===== config.mk =====
export PLATFORM = sky130hd
export DESIGN_NAME = rotator
export DESIGN_NICKNAME = d
export VERILOG_FILES = /design/src/rtl/rotator.sv
export SDC_FILE = /design/constraint.sdc
export NUM_CORES = 2
export LEC_CHECK = 0
export ABC_AREA = 0
export BUFFER_PORTS_ARGS = -buffer_cell sky130_fd_sc_hd__clkbuf_2
export CORE_MARGIN = 3
export CORE_UTILIZATION = 59
export DETAILED_ROUTE_END_ITERATION = 10
export PLACE_DENSITY = 0.79
export RECOVER_POWER = 25
export SLEW_MARGIN = 10
export SYNTH_ARGS = -nofsm -noshare
export SYNTH_HDL_FRONTEND = slang
export SYNTH_SLANG_ARGS = --single-unit

===== constraint.sdc =====
create_clock -name clk -period 6.15 [get_ports clk]
set_clock_uncertainty 0.15 [all_clocks]
set_input_delay 0.3075 -clock clk [delete_from_list [all_inputs] [get_ports clk]]
set_output_delay 0.3075 -clock clk [all_outputs]
set_load 0.005 [all_outputs]

===== src/rtl/rotator.sv =====
`default_nettype none
// ============================================================================
// Module   : rotator
// Purpose  : Transmit-side complex rotator. Multiplies each I/Q sample by
//            e^(+j*theta). theta comes from an internal phase accumulator.
//            The phase is sent to an external DDS, and the returned cos/sin
//            are realigned with the sample stream. The result is rounded
//            half-up and saturated back to WIDTH bits.
// Ports    :
//   clk           sole clock
//   rst_n         asynchronous active-low reset
//   freq_word     phase increment applied per valid sample
//   phase_offset  static offset added to the accumulator on output
//   phase_load    pulse: clears the accumulator
//   valid_in      qualifies din_i / din_q
//   din_i, din_q  signed Q1.(WIDTH-1) baseband sample
//   phase_out     phase request to the DDS
//   phase_valid   qualifies phase_out
//   cos_in,sin_in signed Q1.(DDS_WIDTH-1) DDS result, DDS_LAT after phase_out
//   valid_out     qualifies dout_i / dout_q
//   dout_i,dout_q rotated sample, valid DDS_LAT+3 cycles after valid_in
// Revision : 1.0 - initial release
// ============================================================================
module rotator #(
    parameter int WIDTH       = 16,
    parameter int DDS_WIDTH   = 16,
    parameter int PHASE_WIDTH = 32,
    parameter int DDS_LAT     = 2
) (
    input  logic                          clk,
    input  logic                          rst_n,
    input  logic        [PHASE_WIDTH-1:0] freq_word,
    input  logic        [PHASE_WIDTH-1:0] phase_offset,
    input  logic                          phase_load,
    input  logic                          valid_in,
    input  logic signed [WIDTH-1:0]       din_i,
    input  logic signed [WIDTH-1:0]       din_q,
    output logic        [PHASE_WIDTH-1:0] phase_out,
    output logic                          phase_valid,
    input  logic signed [DDS_WIDTH-1:0]   cos_in,
    input  logic signed [DDS_WIDTH-1:0]   sin_in,
    output logic                          valid_out,
    output logic signed [WIDTH-1:0]       dout_i,
    output logic signed [WIDTH-1:0]       dout_q
);

    localparam int c_PW = WIDTH + DDS_WIDTH;   // product width
    localparam int c_SW = c_PW + 1;            // sum width

    // Rounding constant 2^(DDS_WIDTH-2): adding it before the shift gives round-half-up.
    localparam logic signed [c_SW-1:0] c_RND =
        {{(c_SW-DDS_WIDTH+1){1'b0}}, 1'b1, {(DDS_WIDTH-2){1'b0}}};
    localparam logic signed [c_SW-1:0] c_MAX =
        {{(c_SW-WIDTH+1){1'b0}}, {(WIDTH-1){1'b1}}};
    localparam logic signed [c_SW-1:0] c_MIN =
        {{(c_SW-WIDTH+1){1'b1}}, {(WIDTH-1){1'b0}}};

    // ------------------------------------------------------------------
    // Phase accumulator and DDS request
    // ------------------------------------------------------------------
    logic [PHASE_WIDTH-1:0] r_acc;
    logic [PHASE_WIDTH-1:0] r_phase;
    logic                   r_phase_v;

    always_ff @(posedge clk or negedge rst_n) begin
        if (!rst_n) begin
            r_acc     <= '0;
            r_phase   <= '0;
            r_phase_v <= 1'b0;
        end else begin
            r_phase_v <= valid_in;
            if (valid_in) begin
                // The current sample uses the pre-clear accumulator value.
                r_phase <= r_acc + phase_offset;
                r_acc   <= (phase_load ? '0 : r_acc) + freq_word;
            end else if (phase_load) begin
                r_acc <= '0;
            end
        end
    end

    assign phase_out   = r_phase;
    assign phase_valid = r_phase_v;

    // ------------------------------------------------------------------
    // Sample delay line. The line is DDS_LAT+1 deep, so the last stage meets
    // the cos/sin that the DDS produced for that sample's own phase.
    // ------------------------------------------------------------------
    logic signed [WIDTH-1:0] r_dly_i [0:DDS_LAT];
    logic signed [WIDTH-1:0] r_dly_q [0:DDS_LAT];
    logic        [DDS_LAT:0] r_dly_v;

    always_ff @(posedge clk or negedge rst_n) begin
        if (!rst_n) begin
            r_dly_v <= '0;
            for (int k = 0; k <= DDS_LAT; k++) begin
                r_dly_i[k] <= '0;
                r_dly_q[k] <= '0;
            end
        end else begin
            r_dly_v[0] <= valid_in;
            r_dly_i[0] <= din_i;
            r_dly_q[0] <= din_q;
            for (int k = 1; k <= DDS_LAT; k++) begin
                r_dly_v[k] <= r_dly_v[k-1];
                r_dly_i[k] <= r_dly_i[k-1];
                r_dly_q[k] <= r_dly_q[k-1];
            end
        end
    end

    // ------------------------------------------------------------------
    // Multiply stage. cos/sin are only meaningful on delayed-valid cycles.
    // ------------------------------------------------------------------
    logic signed [c_PW-1:0] r_p_ic;
    logic signed [c_PW-1:0] r_p_qs;
    logic signed [c_PW-1:0] r_p_is;
    logic signed [c_PW-1:0] r_p_qc;
    logic                   r_mv;

    always_ff @(posedge clk or negedge rst_n) begin
        if (!rst_n) begin
            r_p_ic <= '0;
            r_p_qs <= '0;
            r_p_is <= '0;
            r_p_qc <= '0;
            r_mv   <= 1'b0;
        end else begin
            r_mv <= r_dly_v[DDS_LAT];
            if (r_dly_v[DDS_LAT]) begin
                r_p_ic <= c_PW'(r_dly_i[DDS_LAT]) * c_PW'(cos_in);
                r_p_qs <= c_PW'(r_dly_q[DDS_LAT]) * c_PW'(sin_in);
                r_p_is <= c_PW'(r_dly_i[DDS_LAT]) * c_PW'(sin_in);
                r_p_qc <= c_PW'(r_dly_q[DDS_LAT]) * c_PW'(cos_in);
            end
        end
    end

    // ------------------------------------------------------------------
    // Sum, round, scale and saturate
    // ------------------------------------------------------------------
    logic signed [c_SW-1:0] w_yi_sum;
    logic signed [c_SW-1:0] w_yq_sum;
    logic signed [c_SW-1:0] w_yi_sh;
    logic signed [c_SW-1:0] w_yq_sh;

    assign w_yi_sum = c_SW'(r_p_ic) - c_SW'(r_p_qs);
    assign w_yq_sum = c_SW'(r_p_is) + c_SW'(r_p_qc);
    assign w_yi_sh  = (w_yi_sum + c_RND) >>> (DDS_WIDTH - 1);
    assign w_yq_sh  = (w_yq_sum + c_RND) >>> (DDS_WIDTH - 1);

    function automatic logic signed [WIDTH-1:0] f_sat(input logic signed [c_SW-1:0] v);
        logic signed [WIDTH-1:0] r;
        if (v > c_MAX) begin
            r = {1'b0, {(WIDTH-1){1'b1}}};
        end else if (v < c_MIN) begin
            r = {1'b1, {(WIDTH-1){1'b0}}};
        end else begin
            r = v[WIDTH-1:0];
        end
        return r;
    endfunction

    always_ff @(posedge clk or negedge rst_n) begin
        if (!rst_n) begin
            valid_out <= 1'b0;
            dout_i    <= '0;
            dout_q    <= '0;
        end else begin
            valid_out <= r_mv;
            if (r_mv) begin
                dout_i <= f_sat(w_yi_sh);
                dout_q <= f_sat(w_yq_sh);
            end
        end
    end

endmodule
`default_nettype wire


# Word-level counts from Yosys, hierarchy flattened
# Index checks and enable logic that the tools add are counted.
# totals
register_bits	326
inputBits	132
output_inout_bits	66
elab_cells	38
# op_classes
add_sub_neg	6
mul	4
magnitude_cmp	4
mux	6
# op_table
cell	n
16-bit by 16-bit multiplier with 32-bit output	4
33-bit by 16-bit adder with 33-bit output, second input constant	2
32-bit adder	2
16-bit two-way mux	4
32-bit two-way mux	2
18-bit by 16-bit greater-than comparator with 1-bit output, second input constant	2
18-bit by 16-bit < comparator with 1-bit output, second input constant	2
32-bit by 32-bit adder with 33-bit output	1
32-bit by 32-bit subtractor with 33-bit output	1

# Longest topological paths before layout
# logic_depth
ltp_word	5
depth_mapped	24
depth_no_buf	23

# Least setup slack after synthesis
# No wires, ideal clock.
# synth_timing
path_type	register to register
start	register r_dly_q[15] (netlist name)
end	register r_p_qc[30]
setup_ps	125
arrival_ps	6291
path_slack_ps	-416
stages_incl_launch_ff	23
cell_sequence	dfrtp_1 > clkbuf_1 > nand2_1 > inv_1 > fa_1 > fa_1 > fa_1 > fa_1 > fa_1 > inv_1 > fa_1 > inv_1 > ha_1 > a21o_1 > a21o_1 > a21oi_1 > nor2_1 > o21ai_0 > o21ai_1 > or4_1 > a31oi_1 > xnor2_1 > mux2_2
# synth_between
elab_chain_len	1
# synth_rtl
element	line_no	source
from (decl)	90	logic signed [WIDTH-1:0] r_dly_q [0:DDS_LAT];
from (signal, indexed assignment)	107	r_dly_q[k] <= r_dly_q[k-1];
16-bit by 16-bit multiplier with 32-bit output	134	r_p_qc <= c_PW'(r_dly_q[DDS_LAT]) * c_PW'(cos_in);
to (signal assigned)	134	
to (decl)	118	logic signed [c_PW-1:0] r_p_qc;
# Every way passes these cells.
# A chain may end at the register's enable or synchronous reset.

# Worst setup path after layout
# layout_timing
start	register r_dly_q[15] (netlist name)
end	register r_p_qs[30]
# layout_between
elab_chain_len	1
# layout_rtl
element	line_no	source
16-bit by 16-bit multiplier with 32-bit output	132	r_p_qs <= c_PW'(r_dly_q[DDS_LAT]) * c_PW'(sin_in);
to (signal assigned)	132	
to (decl)	116	logic signed [c_PW-1:0] r_p_qs;
# Every way passes these cells.

==> impl_metrics.tcl <==
set metrics [dict create \
    cts_sinks 325 \
    stdcell_area_sq_mm 0.0685 \
    crit_family "adder cells" \
    viasPerCell 5.74 \
    syn_nets 7565 \
    avgSynthCellArea_sq_um 9.56 \
    initial_core_util 0.598 \
    slew-limit-headroom -1.62 \
    areaGrowthSynthToFinish_pct 22.1 \
    antenna_found_initial 11 \
    synth-adder-area-share 0.489 \
    critPathMaxFanout 15 \
    drive_gt1_frac 0.232 \
    startpoint "r_dly_q[15]" \
    rsz0062_at_grt "true" \
    cp.required_ns 6.49 \
    rr_endpoint "r_p_qs[30]" \
    start_kind "flop" \
    finalWeightedCongestion 0.967 \
    synth_flop_cell "dfrtp_1" \
    drv_slew 109 \
    numCtsBuffers 40 \
    clk_latency_ns 0.65 \
    finalNetCount 8345 \
    synth-compound-area-share 0.0747 \
    post-route-util 0.731 \
    r2r_slack_ns -0.54 \
    postSynthCellCount 5871 \
    outcome "complete, but fails checks" \
    gr-total-overflow 0 \
    endpoint_kind "flop" \
    postPlaceCellArea_sq_mm 0.0632 \
    drc 0 \
    async_flop_share 1.00 \
    synth_seq_cells 325 \
    core_area_sq_mm 0.0937 \
    hold_slack_ns 0.0352 \
    yosys_warnings 0 \
    io-pin-count 198 \
    numPortBuffers 197 \
    arrival_ns 7.03 \
    grt_max_degree 162 \
    synth_cell_types 81 \
    ant_nets 0 \
    hold_end "phase_out[31]" \
    r2r_start "r_dly_q[15]" \
    path_class "reg -> reg" \
    ys_seq_area_frac 0.145 \
    cp_cell_sequence "buf_6 -> buf_12 -> nand2_1 -> fa_1 -> inv_1 -> fa_2 -> buf_4 -> fa_1 -> inv_1 -> fa_1 -> inv_1 -> fa_1 -> fa_1 -> ha_1 -> nand4_1 -> nor2_1 -> nand3_1 -> o221ai_4 -> nor2_2 -> mux2i_1 -> o211ai_1" \
    crit_buf_inv 6 \
    max_freq_mhz 149 \
    fp-row-count 112 \
    wl_per_cell_microns 22.1 \
    die_w_microns 314 \
    setup_violations 52 \
    muxShareOfSynthArea 0.0243 \
    yosysTopAreaCell "fa_1" \
    synth.most_common_cell "inv_1" \
    holdCritStartpoint "phase_offset[30]" \
    crit_path_top_delay_cell "fa_1" \
    r2r_cells 21 \
    synthXorXnorAreaFrac 0.0347 \
    max_stage_delay_ns 0.61 \
    synth_common_cells "inv_1 (1220), fa_1 (1050), nand2_1 (601)" \
    fin_crit_sh 1.09 \
    synthSimpleGateAreaFrac 0.135 \
    period_needed_ns 6.69 \
    grt_first_pass_wirelength_microns 261000 \
    maxCapViolations 2 \
    cts-root-buf "clkbuf_16" \
    crit_path_frequent_cell "fa_1" \
    syn-cell-area_sq_mm 0.0561 \
    yosysTopAreaCellShare 0.375 \
    violations "capacitance limit, slew limit, setup timing" \
    post-dp-hpwl_microns 130000 \
    hold_viol_final 0 \
    fp.dieH_microns 314 \
    num_vias 45600 \
    synth-edff-count 0 \
    synth_area_leaders "fa_1 (37%), dfrtp_1 (14%), ha_1 (11%)" \
    worst_slew_pin_slew_ns 3.93 \
    cts_htree_levels 2 \
    clockBufferDepth 3 \
    initialDrtViolationCount 3371 \
    hold_path.class "in -> reg" \
    grt_pass1_vias 49000 \
    dr.pass1.iters 6 \
    grt_usage 0.341 \
    synth_top_family_by_area "adder cells" \
    min_path_cells 5 \
    clk_pin_slew_ns 0.07 \
    die-area_sq_mm 0.0988 \
    cts_tree "done" \
    wl_microns 176000 \
    setup_ws_ns -0.541 \
]
## worst min-delay path, cell delays in order
cell and delay [ns]:
clkbuf_2 0.09, ha_1 0.13, a21oi_1 0.05, xnor2_1 0.14, a21oi_1 0.06
## what timing repair did
item | in CTS | in global routing
endpoints found under the setup margin | 59 | 71
buffers inserted | 59 | 70
gates cloned | 2 | 4
endpoints found under the hold margin | 80 | 0
hold buffers | 39 | 0
pin swaps | 166 | 248
resized for setup | 295 | 363
## flip-flops by register name, indices dropped and copies added, names as in the netlist, 32 cells and up
name / cells
r_dly_q: 48
phase_out: 32
r_dly_i: 48
r_p_is: 32
r_p_ic: 32
r_p_qc: 32
r_acc: 32
r_p_qs: 32
## per-stage QoR
stage	setup TNS, ns	worst slack (ns)	instances
2_1_floorplan	-0.000155	-0.000155	5871
3_3_place_gp	-14.92	-0.545	7714
3_5_place_dp	-19.76	-0.734	7714
4_1_cts	-5.12	-0.334	7873
5_1_grt	-20.92	-0.666	7936
6_report	-12.56	-0.541	7938
## metal layers
layer / global-route usage / up-vias / wire length, microns
met5: 0 / - / 71
met4: 0.220 / 10 / 15100
met3: 0.0680 / 735 / 16400
met2: 0.565 / 2205 / 83400
met1: 0.407 / 23000 / 60500
li1: - / 19600 / -
## cell families after synthesis
group	Yosys count
xor+xnor	222
flops	325
compound gates	653
buf+inv	1457
fa+ha+maj	1562
mux	122
simple gates	1530
## cell usage in the layout, fill, tap and decap left out, types with 31 or more instances in the layout
master	netlist	routed
fa_1	1050	991
mux2_2	114	96
a21o_1	66	66
clkbuf_2	0	184
dfrtp_1	325	311
ha_1	512	466
inv_2	0	58
and2_1	500	467
a21oi_1	207	157
buf_6	0	85
nand2b_1	36	36
xor2_1	43	40
nor2b_1	54	50
buf_4	0	568
xnor2_1	179	162
and2_4	0	33
fa_2	0	59
nor2_1	193	174
nand3_1	34	31
dlygate4sd3_1	0	39
a21oi_2	2	42
ha_4	0	37
o21ai_0	131	94
nand2_1	601	567
clkbuf_16	0	44
buf_12	0	64
inv_1	1220	1162
## layout make-up
class,instances,area (sq um)
inverter,1222,4590
clock inverter,20,279
multi-input combinational,4089,44600
sequential,325,8150
antenna,4,10.0
tap,1254,1570
timing repair buffer,973,8190
fill,6088,25200
clock buffer,51,1080
## how the worst max path moves through the flow
stage / to / depth (start not counted)
final: r_p_qs[30] / 21
after global routing: r_p_qs[27] / 21
after CTS: r_p_qc[31] / 25
after detailed placement: r_p_qs[25] / 24
after global placement: r_p_qs[29] / 24
after floorplan: r_p_qc[29] / 23
Power is not shown: default switching activity piles up to over one toggle a cycle in this logic, so the estimate is an artifact.
